### src/rtl/hazard_tracker.sv
// Tracks destination/write-back info through ID/EX, EX/MEM and MEM/WB, detects
// load-use hazards, and freezes or bubbles the pipeline as required.
module hazard_tracker (
    input  logic       clk,
    input  logic       rst,
    input  logic       id_valid,
    input  logic [2:0] id_wr_add,
    input  logic       id_wb,
    input  logic       id_mem_read,
    input  logic [2:0] id_src_add,
    input  logic [2:0] id_dst_add,
    input  logic       id_src_used,
    input  logic       id_dst_used,
    input  logic       mem_busy,
    input  logic       flush,
    output logic [2:0] wr_add_alu,
    output logic       wb_alu,
    output logic [2:0] wr_add_mem,
    output logic       wb_mem,
    output logic       stall,
    output logic [7:0] stall_cnt,
    output logic [1:0] state
);

    typedef struct packed {
        logic       valid;
        logic [2:0] wr_add;
        logic       wb;
        logic       mem_read;
    } stage_t;

    typedef enum logic [1:0] {
        ST_RUN     = 2'b00,
        ST_LDSTALL = 2'b01,
        ST_MEMWAIT = 2'b10
    } state_t;

    localparam stage_t BUBBLE = '{valid: 1'b0, wr_add: 3'd0, wb: 1'b0, mem_read: 1'b0};

    stage_t s1_r, s2_r, s3_r;
    stage_t id_stage_s;
    state_t state_r, state_nx_s;
    logic   load_use_s;
    logic   stall_s;
    logic [7:0] stall_cnt_r;

    // Hazard detection and stall request; reset suppresses any stall.
    always_comb begin
        id_stage_s = '{valid: id_valid, wr_add: id_wr_add,
                       wb: id_wb & id_valid, mem_read: id_mem_read & id_valid};
        load_use_s = 1'b0;
        if (s1_r.valid && s1_r.mem_read && s1_r.wb && id_valid) begin
            load_use_s = (id_src_used && (id_src_add == s1_r.wr_add)) ||
                         (id_dst_used && (id_dst_add == s1_r.wr_add));
        end else begin
            load_use_s = 1'b0;
        end
        if (rst) begin
            stall_s = 1'b0;
        end else begin
            stall_s = mem_busy | (load_use_s & ~flush);
        end
    end

    // Stage registers: freeze on mem_busy, bubble S1 on flush or load-use.
    always_ff @(posedge clk) begin
        if (rst) begin
            s1_r <= BUBBLE;
            s2_r <= BUBBLE;
            s3_r <= BUBBLE;
        end else if (mem_busy) begin
            s1_r <= s1_r;
            s2_r <= s2_r;
            s3_r <= s3_r;
        end else begin
            s3_r <= s2_r;
            s2_r <= s1_r;
            if (flush || load_use_s) begin
                s1_r <= BUBBLE;
            end else begin
                s1_r <= id_stage_s;
            end
        end
    end

    // FSM next state; MEMWAIT takes precedence, flush cancels a load-use stall.
    always_comb begin
        state_nx_s = ST_RUN;
        case (state_r)
            ST_RUN, ST_LDSTALL, ST_MEMWAIT: begin
                if (mem_busy) begin
                    state_nx_s = ST_MEMWAIT;
                end else if (load_use_s && !flush) begin
                    state_nx_s = ST_LDSTALL;
                end else begin
                    state_nx_s = ST_RUN;
                end
            end
            default: state_nx_s = ST_RUN;
        endcase
    end

    // FSM state register.
    always_ff @(posedge clk) begin
        if (rst) begin
            state_r <= ST_RUN;
        end else begin
            state_r <= state_nx_s;
        end
    end

    // Saturating stall-cycle counter.
    always_ff @(posedge clk) begin
        if (rst) begin
            stall_cnt_r <= 8'd0;
        end else if (stall_s && (stall_cnt_r != 8'd255)) begin
            stall_cnt_r <= stall_cnt_r + 8'd1;
        end else begin
            stall_cnt_r <= stall_cnt_r;
        end
    end

    // wb fields are zero in any invalid stage, so outputs come straight from flops.
    assign wr_add_alu = s2_r.wr_add;
    assign wb_alu     = s2_r.wb;
    assign wr_add_mem = s3_r.wr_add;
    assign wb_mem     = s3_r.wb;
    assign stall      = stall_s;
    assign stall_cnt  = stall_cnt_r;
    assign state      = state_r;

endmodule
### config.mk
export PLATFORM = sky130hd
export DESIGN_NAME = hazard_tracker
export DESIGN_NICKNAME = d
export VERILOG_FILES = /design/src/rtl/hazard_tracker.sv
export SDC_FILE = /design/constraint.sdc
export NUM_CORES = 1
export LEC_CHECK = 0
export BUFFER_PORTS_ARGS = -buffer_cell sky130_fd_sc_hd__buf_2
export CORE_ASPECT_RATIO = 1.75
export CORE_MARGIN = 10
export CORE_UTILIZATION = 40
export CTS_CLUSTER_SIZE = 40
export DETAILED_ROUTE_END_ITERATION = 16
export GPL_ROUTABILITY_DRIVEN = 0
export HOLD_SLACK_MARGIN = 0.05
export PLACE_DENSITY = 0.67
export SYNTH_ARGS = -nofsm -noshare
export SYNTH_HDL_FRONTEND = slang
export SYNTH_SLANG_ARGS = --single-unit
### constraint.sdc
create_clock -name clk -period 5.1 [get_ports clk]
set_input_delay 0 -clock clk [delete_from_list [all_inputs] [get_ports clk]]
set_output_delay 0 -clock clk [all_outputs]
set_load 0.01 [all_outputs]
# [Word level (Yosys, flattened, before mapping)]
# Cells that the tools add are included.
# Widths: inputs -> output; s select.
[totals] inputBits=18 regBits=24 word_cells=42 out_inout_bits=19
[op_classes] mux=5 n_reduce_logical=14 add_sub_neg=1 bitwise_logic=6 n_eq_ne=5
[ops] cell="$add 8x1->8 const B" n=1
[ops] cell="$ne 8x8->1 const B" n=1
[ops] cell="$logic_and 1x1->1" n=7
[ops] cell="$eq 3x3->1" n=2
[ops] cell="$mux 6" n=1
[ops] cell="$reduce_or 3->1" n=2
[ops] cell="$and 1x1->1" n=3
[ops] cell="$mux 1" n=3
[ops] cell="$eq 2x1->1 const B" n=1
[ops] cell="$eq 2x2->1 const B" n=1
[ops] cell="$logic_not 2->1" n=1
[ops] cell="$logic_or 1x1->1" n=2
[ops] cell="$mux 2" n=1
[ops] cell="$not 1->1" n=2
[ops] cell="$reduce_or 2->1" n=1
[ops] cell="$logic_not 1->1" n=1
[ops] cell="$or 1x1->1" n=1

# [Depth between registers and ports, before layout]
[depth] ltp_word=8 ltp_mapped=6 depth_no_buf=6

# [Least setup slack after synthesis]
# OpenSTA, ideal clock, no wires.
[synth_timing] kind="flip-flop to flip-flop" from="reg s1_r[2] in the netlist's numbering" to="reg stall_cnt_r[0] (netlist: stall_cnt[0])" t_arrival_ns=1.536 path_buffers=0 setup_time_ns=0.121 path_stages_with_launch=6 period_less_slack_ns=1.657 slack_ns=3.443 required_time_ns=4.979 path_cell_list="dfxtp_1 > xnor2_1 > nand4_1 > a211o_4 > a21boi_2 > mux2_2"
[synth_via] elab_chain_cells=8 word_cells_on_any_way=10 classes_between="eq/ne: 2; mux: 2; bitwise: 2; reduce/logical: 4"
[synth_rtl] item="start: declaration" line_no="40" source="stage_t s1_r, s2_r, s3_r;"
[synth_rtl] item="start signal: assignment" line_no="72" source="s1_r <= s1_r;"
[synth_rtl] item="start signal: assignment" line_no="81" source="s1_r <= id_stage_s;"
[synth_rtl] item="$eq 3x3->1, on equally long branches" line_no="53, 54"
[synth_rtl] item="$logic_and 1x1->1, on equally long branches" line_no="53, 54"
[synth_rtl] item="$logic_or 1x1->1 (*)" line_no="53" source="load_use_s = (id_src_used && (id_src_add == s1_r.wr_add)) ||"
[synth_rtl] item="$mux 1 (*)" line_no="52" source="if (s1_r.valid && s1_r.mem_read && s1_r.wb && id_valid) begin"
[synth_rtl] item="$and 1x1->1 (*)" line_no="61" source="stall_s = mem_busy | (load_use_s & ~flush);"
[synth_rtl] item="$or 1x1->1 (*)" line_no="61"
[synth_rtl] item="$mux 1 (*)" line_no="58" source="if (rst) begin"
[synth_rtl] item="$logic_and 1x1->1 (*)" line_no="116" source="end else if (stall_s && (stall_cnt_r != 8'd255)) begin"
[synth_rtl] item="end signal: assignment" line_no="117" source="stall_cnt_r <= stall_cnt_r + 8'd1;"
[synth_rtl] item="end signal: assignment" line_no="119" source="stall_cnt_r <= stall_cnt_r;"
[synth_rtl] item="end: declaration" line_no="45" source="logic [7:0] stall_cnt_r;"
# Mark *: on every way between the ends. The rest lies on a longest branch, timed or not.
# A chain may end at the register's enable or synchronous reset.

# [Worst setup path after layout]
[layout_timing] from="reg s1_r[4] in the netlist's numbering" to="out stall"
[layout_via] elab_chain_cells=7 word_cells_on_any_way=9 classes_between="eq/ne: 2; mux: 2; bitwise: 2; reduce/logical: 3"
[layout_rtl] item="$eq 3x3->1, on equally long branches" line_no="53, 54"
[layout_rtl] item="$logic_and 1x1->1, on equally long branches" line_no="53, 54"
[layout_rtl] item="$logic_or 1x1->1 (*)" line_no="53"
[layout_rtl] item="$mux 1 (*)" line_no="52"
[layout_rtl] item="$and 1x1->1 (*)" line_no="61"
[layout_rtl] item="$or 1x1->1 (*)" line_no="61"
[layout_rtl] item="$mux 1 (*)" line_no="58"
[layout_rtl] item="end: declaration" line_no="20" source="output logic stall,"
# Marked as above.

==> impl_metrics.ini <==
[timing]
setup_viol = 0
period_share_pct = 36.4
holdWs_ps = 51.7
skew_ps = 5.16
rsz0062_at_grt = false
hold_viol_final = 0
slew_headroom_pct = 70.4
slew_viol_final = 0
fmax_mhz = 538
period_minus_slack_ps = 1860
tns_ps = 0
worst_pin_slew_ps = 443

[grt]
grt_overflow = 0
first_global_vias = 1082
grtUsageTotal_pct = 10.8
grt_pass1_wl_um = 4860
antenna_found_initial = 0
grt_max_degree = 26

[worst_hold_path]
min_path_cells = 3
hold_class = in -> reg
min_to = s1_r[1]$_SDFFE_PP0N_
holdCritStartpoint = id_valid

[power_and_ir_drop]
power_switching_w = 0.0000788
total_leakage_power_nw = 0.612
power_frac_comb_pct = 11.7
intPower_w = 0.000264
switching_share_pct = 23.0
power.clock.fraction_pct = 31.3
p_per_area_nw_per_um2 = 242
ir_drop_v = 0.000149
p_seq_share_pct = 57.1
p_total_w = 0.000343

[worst_setup_path]
timing.rr.start = s1_r[4]$_SDFFE_PP0N_
crit_path_start_kind = flop
r2r-end = s1_r[0]$_SDFFE_PP0N_
rrSetupSlack_ps = 3280
path_max_fanout = 8
cp.arrival_ps = 1860
crit_required_ps = 5100
crit_path_end_kind = primary output
rr_worst_depth = 6
path_class = reg -> out

[floorplanning]
pin_count = 37
die_w_um = 60.0
die-area_um2 = 5390
core_um2 = 2690
die_h_um = 89.9
start_util_pct = 41.5
fp-row-count = 25

[logic_synthesis]
syn_area_per_cell_um2 = 9.23
synth.top_cell.area_share_pct = 43.0
synth_area_um2 = 1120
seq_area_frac_synth_pct = 43.0
synth_cell_types = 23
yosys_warnings = 0
ys.flop_type = dfxtp_1
async_flop_share_pct = 0
synth_seq_cells = 24
yosysTopAreaCell = dfxtp_1
synth_most_common_cell = dfxtp_1
synthesis.nets = 140
synth_edf_count = 0
synthTopCellsByArea = dfxtp_1 (43%), mux2i_1 (8.1%), nor2_1 (7.4%), xnor2_1 (4.7%), nand4_1 (4.5%)
ys_top_cells_by_count = dfxtp_1 (24), nor2_1 (22), nand2_1 (10), mux2i_1 (9)
syn-instance-count = 121

[clock_network]
clock_sinks = 24
postCtsSetupBuffers = 0
cts.reportedPaths.clkPinSlew_ps = 80
postCtsResizedCells = 0
insertion_delay_ps = 260
cts_buffer_depth = 2
cts_tree = done
htreeDepth = 1
cts-root-buf = clkbuf_8
cts_buffers = 3
hold_buffers = 6

[routing]
vias_per_cell = 5.48
wl_um = 2790
first_iter_violations = 18
ant_nets = 0
vias = 1036
drc = 0
drt_first_pass_iters = 4
wl_per_cell_um = 14.8

[job]
maxCapViolCount = 0

[placed_design]
hpwl_um = 2180
io_buffers = 36
dp_cells = 180
place_area_um2 = 1320

[finish]
nets = 183
syn2layout_area_growth_pct = 26.9
drive_gt1_share_pct = 30.9
instances_no_fill = 189
finalInstanceArea_um2 = 1420
nFillCells = 258
diodes = 0

[status]
status = complete, no violations
## worst max-delay path: stages (launching register included)
cell and delay, ps:
dfxtp_1 410, xnor2_1 140, nand4_1 150, a211o_4 410
and2_2 240, nor2_1 90, buf_2 150
## per-layer routing
metal	vias up	GRT usage, %	part of all wire, %
met5	-	0	0
met1	472	11.7	40
met2	46	18.2	49
met3	4	3.24	9.9
met4	0	4.70	1.0
li1	514	-	-
## worst max-delay path by stage
stage / from / end / slack (ps)
after global placement: s1_r[3]$_SDFFE_PP0N_ / stall_cnt[0]$_SDFFE_PP0P_ / 3370
after CTS: s1_r[4]$_SDFFE_PP0N_ / stall / 3230
after global routing: s1_r[4]$_SDFFE_PP0N_ / stall / 3090
after detailed placement: s1_r[4]$_SDFFE_PP0N_ / stall_cnt[0]$_SDFFE_PP0P_ / 3310
after floorplan: s1_r[2]$_SDFFE_PP0N_ / stall_cnt[0]$_SDFFE_PP0P_ / 3440
final: s1_r[4]$_SDFFE_PP0N_ / stall / 3240
## through the flow
stage | util (%) | worst slack (ps)
2_1_floorplan | - | 3440
6_report | 52.7 | 3240
3_5_place_dp | 48.9 | 3310
3_3_place_gp | 48.9 | 3370
5_1_grt | 52.7 | 3090
4_1_cts | 52.7 | 3230
## cell families after synthesis
group           synth area share, %
buf+inv                        2.69
compound gates                 15.6
flops                          43.0
xor+xnor                       4.70
mux                            12.1
fa+ha+maj                      1.12
simple gates                   20.8
## power groups by stage
| stage | Clock, W | Sequential, W | Combinational [W] |
|---|---|---|---|
| 2_1_floorplan | 0 | 0.000201 | 0.0000213 |
| 3_5_place_dp | 0 | 0.000200 | 0.0000371 |
| 3_3_place_gp | 0 | 0.000200 | 0.0000365 |
| 4_1_cts | 0.000112 | 0.000196 | 0.0000405 |
| 5_1_grt | 0.000120 | 0.000196 | 0.0000454 |
| 6_report | 0.000107 | 0.000196 | 0.0000401 |
## registers in the layout (all words and copies together), names as in the netlist
register,flops
wr_add_alu,3
wb_alu,1
wr_add_mem,3
s1_r,6
wb_mem,1
stall_cnt,8
state,2
## placed cells by master (no fill, tap or decap)
cell	n
ha_1	1
xnor2_1	6
mux2i_1	9
inv_1	4
clkbuf_8	3
a32oi_1	4
nand4_1	8
a2111oi_4	1
dlygate4sd3_1	6
a21oi_1	8
and2_2	1
a21boi_2	1
o221a_1	1
and4_1	1
nand2_1	10
buf_2	36
a21o_2	1
nor2_1	22
nand3_1	3
nor2b_1	3
mux2_2	4
o221a_2	2
and2_1	2
dfxtp_1	24
a211o_4	1
## layout make-up
cell class                 count  area [um2]  share of cell area [%]
clock buffer                   3        41.3                    2.91
inverter                       4        15.0                    1.06
multi-input combinational     89         607                    42.8
sequential                    24         480                    33.9
tap                           27        33.8                    2.38
timing repair buffer          42         240                    16.9
Note: power is estimated with default switching activity, not from simulation.
